$ cat src/rtl/gpr_pkg.sv
// gpr_pkg: shared constants and types for the general-purpose register file.
//   DATA_W_DEF / ADDR_W_DEF : default register width and index width
//   NUM_REGS                : number of architectural registers (GR0..GR31)
//   GR0_IDX                 : index of the hardwired-zero register
//   reg_idx_t               : register-index type
package gpr_pkg;

    localparam int DATA_W_DEF = 32;
    localparam int ADDR_W_DEF = 5;
    localparam int NUM_REGS   = 32;
    localparam int GR0_IDX    = 0;

    typedef logic [ADDR_W_DEF-1:0] reg_idx_t;

endpackage

$ cat src/rtl/gpr_file_decoder.sv
// binaryDecoder: N-to-2**N one-hot decoder with enable (default 5-to-32).
//   O : one-hot output, all zeros when E=0
//   D : binary index
//   E : enable
module binaryDecoder #(
    parameter int N = 5
) (
    output logic [2**N-1:0] O,
    input  logic [N-1:0]    D,
    input  logic            E
);

    always_comb begin
        O = '0;
        if (E) begin
            O[D] = 1'b1;
        end
    end

endmodule

$ cat src/rtl/gpr_file.sv
// gpr_file: 2-read / 1-write general-purpose register file, GR0 hardwired
// to zero, asynchronous active-low reset, combinational read ports.
//   clk      : clock, state updates on rising edge
//   rst_n    : asynchronous active-low reset, clears GR1..GR31
//   wr_en    : write enable (decoder enable)
//   wr_addr  : write index
//   wr_data  : write data
//   ra_addr  : read port A index      ra_data : read port A data
//   rb_addr  : read port B index      rb_data : read port B data
//   wr_sel   : decoded one-hot write strobe
// Optional build macro GPR_BYPASS_EN: same-cycle write-through from wr_data
// to the read ports when the read index matches a nonzero write index.
module gpr_file
    import gpr_pkg::*;
#(
    parameter int DATA_W = DATA_W_DEF,
    parameter int ADDR_W = ADDR_W_DEF
) (
    input  logic                 clk,
    input  logic                 rst_n,
    input  logic                 wr_en,
    input  logic [ADDR_W-1:0]    wr_addr,
    input  logic [DATA_W-1:0]    wr_data,
    input  logic [ADDR_W-1:0]    ra_addr,
    output logic [DATA_W-1:0]    ra_data,
    input  logic [ADDR_W-1:0]    rb_addr,
    output logic [DATA_W-1:0]    rb_data,
    output logic [2**ADDR_W-1:0] wr_sel
);

    localparam int NREG = 2**ADDR_W;
    localparam logic [ADDR_W-1:0] ZERO_IDX = ADDR_W'(GR0_IDX);

    logic [DATA_W-1:0] regs [NREG];

    binaryDecoder #(.N(ADDR_W)) u_wr_dec (
        .O (wr_sel),
        .D (wr_addr),
        .E (wr_en)
    );

    // Entry 0 is only ever reset, never loaded, so it stays constant zero.
    // Writes are gated purely by the decoded strobe: with wr_en=0 every
    // strobe bit is 0 regardless of unknowns on the address.
    always_ff @(posedge clk or negedge rst_n) begin
        if (!rst_n) begin
            for (int i = 0; i < NREG; i++) begin
                regs[i] <= '0;
            end
        end else begin
            for (int i = 1; i < NREG; i++) begin
                if (wr_sel[i]) begin
                    regs[i] <= wr_data;
                end
            end
        end
    end

`ifdef GPR_BYPASS_EN
    logic byp_live;
    assign byp_live = wr_en && rst_n && (wr_addr != ZERO_IDX);

    always_comb begin
        ra_data = '0;
        rb_data = '0;
        if (ra_addr != ZERO_IDX) begin
            ra_data = (byp_live && ra_addr == wr_addr) ? wr_data : regs[ra_addr];
        end
        if (rb_addr != ZERO_IDX) begin
            rb_data = (byp_live && rb_addr == wr_addr) ? wr_data : regs[rb_addr];
        end
    end
`else
    always_comb begin
        ra_data = '0;
        rb_data = '0;
        if (ra_addr != ZERO_IDX) begin
            ra_data = regs[ra_addr];
        end
        if (rb_addr != ZERO_IDX) begin
            rb_data = regs[rb_addr];
        end
    end
`endif

endmodule

$ cat config.mk
export PLATFORM = sky130hd
export DESIGN_NAME = gpr_file
export DESIGN_NICKNAME = d
export VERILOG_FILES = /design/src/rtl/gpr_pkg.sv /design/src/rtl/gpr_file_decoder.sv /design/src/rtl/gpr_file.sv
export SDC_FILE = /design/constraint.sdc
export NUM_CORES = 2
export LEC_CHECK = 0
export CORE_ASPECT_RATIO = 0.75
export CORE_MARGIN = 3
export CORE_UTILIZATION = 55
export CTS_BUF_LIST = sky130_fd_sc_hd__clkbuf_4 sky130_fd_sc_hd__clkbuf_8
export CTS_CLUSTER_SIZE = 28
export DETAILED_ROUTE_END_ITERATION = 7
export PLACE_DENSITY = 0.72
export SLEW_MARGIN = 15
export SYNTH_ARGS = -nofsm -noshare
export SYNTH_HDL_FRONTEND = slang
export SYNTH_HIERARCHICAL = 1
export SYNTH_SLANG_ARGS = --single-unit
$ cat constraint.sdc
create_clock -name clk -period 3.7 [get_ports clk]
set_input_delay 0.74 -clock clk [delete_from_list [all_inputs] [get_ports clk]]
set_output_delay 0.74 -clock clk [all_outputs]
set_load 0.02 [all_outputs]
==> metrics.md <==
| Metric | Value |
|---|---|
| Syn Area/Cell | `14.5 µm²` |
| Antenna-violating nets left | `0` |
| Hold Violations, Final | `0` |
| Post-route insts no fill | `5334` |
| Final slew viol count | `0` |
| Failing checks | `setup timing` |
| Critical path class | `in -> out` |
| CTS max path bufs | `3` |
| CP max stage delay | `0.40 ns` |
| Clock Sinks | `992` |
| Vias | `36951` |
| Final setup viols | `1` |
| Synthesized area | `0.0534 mm²` |
| Synth-to-Final Area Change | `16.2%` |
| Setup WS post-layout | `-0.00154 ns` |
| Crit start category | `input port` |
| Core Region | `0.0958 mm²` |
| DR WL/cell | `33.4 µm` |
| Post-route DRC | `0` |
| Number of global-route vias before repair | `38350` |
| Nets | `3947` |
| Syn Nets | `3743` |
| Worst-Skew Late Latency | `0.83 ns` |
| Post-Syn Instances | `3693` |
| Slew Limit Headroom | `0.215` |
| Switching Fraction | `0.291` |
| Site Rows | `98` |
| Power share of the sequential group | `0.451` |
| Main flop type after synthesis | `dfrtp_1` |
| Min Hold Slack | `0.528 ns` |
| Sequential area share after synthesis | `0.465` |
| Critical Path Fanout Max | `20` |
| Skew final | `0 ns` |
| Req. time, crit path | `2.96 ns` |
| P_leak | `0.0270 µW` |
| Max-cap viol count | `0` |
| DIE AREA | `0.101 mm²` |
| EDFF count, synth | `0` |
| Global-route wire length before repair | `262000 µm` |
| Critical-path top delay cell | `mux4_2` |
| Num CTS Buffers | `163` |
| PortBufs | `145` |
| Share of layout cells above drive strength 1 | `0.529` |
| Clock slew at the register clock pins of the worst setup and hold paths | `0.06 ns` |
| Power per Cell Area | `525 mW/mm²` |
| Initial Util | `0.558` |
| Drt total wl | `178000 µm` |
| Worst-Margin Slew | `1.17 ns` |
| Die Y | `276 µm` |
| CP Capture Type | `output port` |
| WP data arrival | `2.96 ns` |
| Clock network power share | `0.323` |
| Fmax | `0.270 GHz` |
| Yosys reg bits | `992` |
| Crit path cell chain | `buf_8, buf_12, buf_12, buf_6, mux4_2, mux2i_2, o22a_1, o211ai_1, buf_4` |
| Combinational share of power | `0.226` |
| Root buffer selected by CTS | `clkbuf_8` |
| Gr usage total | `0.352` |
| Largest net degree at the start of global routing | `125` |
| Total grt overflow | `0` |
| Place WS | `-0.194 ns` |
| Crit path top cell by count | `buf_12` |
| Final Util | `0.648` |
| Final period util | `1.00` |
| Iteration-0 DRC count of the detailed router | `4521` |
| Hold Crit Class | `in -> async` |
| Status | `finished, violations left` |
| Minimum clock period | `3.70 ns` |
| Vias/cell | `6.93` |
| I/O pin count | `146` |
| # H-tree levels | `4` |
| P_sw | `9490 µW` |
| CP Buf/Inv Count | `5` |
| DRT Pass-1 Iters | `7` |
| Yosys warnings | `70` |
| DIE WIDTH | `366 µm` |
| Share of flip-flops with an asynchronous set or reset | `1.00` |
| Max FFs per register | `992` |
| Internal power | `23100 µW` |
| Initial antenna violation count | `14` |
| Top reg by flops | `regs` |
| Critical path's top delay family | `buffers and inverters` |
| Synth unique cells | `40` |
| Placed Cells | `5019` |
| CTS tree | `yes` |
| Placer Congestion | `0.886` |
| DP Wirelength | `107000 µm` |
| Largest regs | `regs: 992 flops` |
| VDD IR max | `0.344 mV` |
## cell families after synthesis
group / synth area share
multiplexers: 0.432
buffers and inverters: 0.0340
flip-flops: 0.465
AO/OA/AOI/OAI: 0.0370
AND/OR/NAND/NOR: 0.0325
## power groups by stage
stage / registers (µW) / clock network, µW / logic [µW]
after floorplan: 14100 / 0 / 5190
after global placement: 14500 / 0 / 7010
after detailed placement: 14800 / 0 / 7280
after CTS: 14600 / 10600 / 7300
after global routing: 14900 / 11200 / 7810
final: 14700 / 10500 / 7370
## cells in the final DEF (no fill, tap or decap), types with 8 or more instances in the layout
master / count
a211oi_1: 22
clkdlybuf4s50_1: 77
buf_6: 8
clkbuf_4: 47
nor2b_1: 71
o22a_1: 14
a21oi_1: 35
nand4_1: 17
nor2_1: 18
nand2b_1: 36
clkbuf_8: 212
a221oi_1: 23
dfrtp_1: 992
mux2i_1: 262
a2111oi_0: 8
a22oi_1: 55
dlymetal6s2s_1: 12
mux4_2: 378
o211ai_1: 14
nand2_1: 41
o221ai_1: 11
nand3_1: 53
buf_12: 71
dlygate4sd2_1: 22
nor2_4: 31
mux2_2: 1059
o31a_1: 22
a221o_1: 26
clkinv_2: 17
diode_2: 8
o22ai_1: 13
nor3_1: 23
buf_4: 251
## cell type report
type,instances,area (µm²)
fill,6823,33700
clock inverter,36,329
clock buffer,258,3260
sequential,992,24800
multi-input combinational,2279,27100
timing repair buffer,461,4910
antenna,8,20.0
tap,1300,1630
## synthesized netlist by cell type (9+ instances only)
library cell / instances / area, µm²
nand3_1: 54 / 270
a2111oi_0: 11 / 96.3
o211ai_1: 14 / 105
nand2_1: 41 / 154
nor3_1: 23 / 115
buf_2: 60 / 300
a221o_1: 26 / 260
buf_1: 103 / 387
o22a_1: 14 / 123
buf_4: 23 / 173
nor2b_1: 75 / 469
nand4_1: 17 / 106
clkbuf_1: 226 / 848
a22oi_1: 55 / 413
o221ai_1: 11 / 96.3
mux4_2: 378 / 8510
dfrtp_1: 992 / 24800
mux2i_1: 264 / 2640
a221oi_1: 23 / 201
nand2b_1: 37 / 231
o31a_1: 24 / 210
a211oi_1: 24 / 180
buf_6: 9 / 101
mux2_2: 1059 / 11900
nor2_1: 49 / 184
a21oi_1: 35 / 175
o22ai_1: 13 / 81.3
nor4_1: 11 / 68.8
## stage by stage
| stage | instance area, µm² | total power, µW | setup TNS [ns] |
|---|---|---|---|
| 6_report | 62100 | 32600 | -0.00154 |
| 5_1_grt | 62100 | 33900 | -0.000765 |
| 4_1_cts | 61900 | 32500 | 0 |
| 3_5_place_dp | 58100 | 22000 | -1.25 |
| 3_3_place_gp | 58100 | 21500 | -1.16 |
| 2_1_floorplan | 53400 | 19300 | 0 |
## what timing repair did
| action | in CTS | in global routing |
|---|---|---|
| cloned | 2 | 1 |
| resized for setup | 39 | 24 |
| setup endpoints to repair | 27 | 21 |
| endpoints found under the hold margin | 54 | 0 |
| pin swaps | 1 | 2 |
| buffers inserted | 0 | 9 |
| hold buffers | 1 | 0 |
## final timing paths
path	startpoint	end	slack, ns	depth (start not counted)
worst max-delay path	ra_addr[1]	ra_data[0]	-0.002	9
worst min-delay path	rst_n	regs[409]$_DFFE_PN0P_	0.53	2
worst max register to register	regs[574]$_DFFE_PN0P_	regs[574]$_DFFE_PN0P_	2.86	1
worst min register to register	regs[537]$_DFFE_PN0P_	regs[537]$_DFFE_PN0P_	0.53	1
max in group asynchronous	rst_n	regs[710]$_DFFE_PN0P_	2.01	3
min in group clk	regs[537]$_DFFE_PN0P_	regs[537]$_DFFE_PN0P_	0.53	1
## per-layer routing
metal	track usage	share of wire	wire length, µm	vias up
li1	-	-	-	14574
met1	0.484	0.40	71200	19609
met2	0.525	0.44	79200	2235
met5	0	0.00027	48	-
met3	0.0996	0.11	19400	525
met4	0.165	0.047	8360	8
Power figures use the tool's default switching activity.
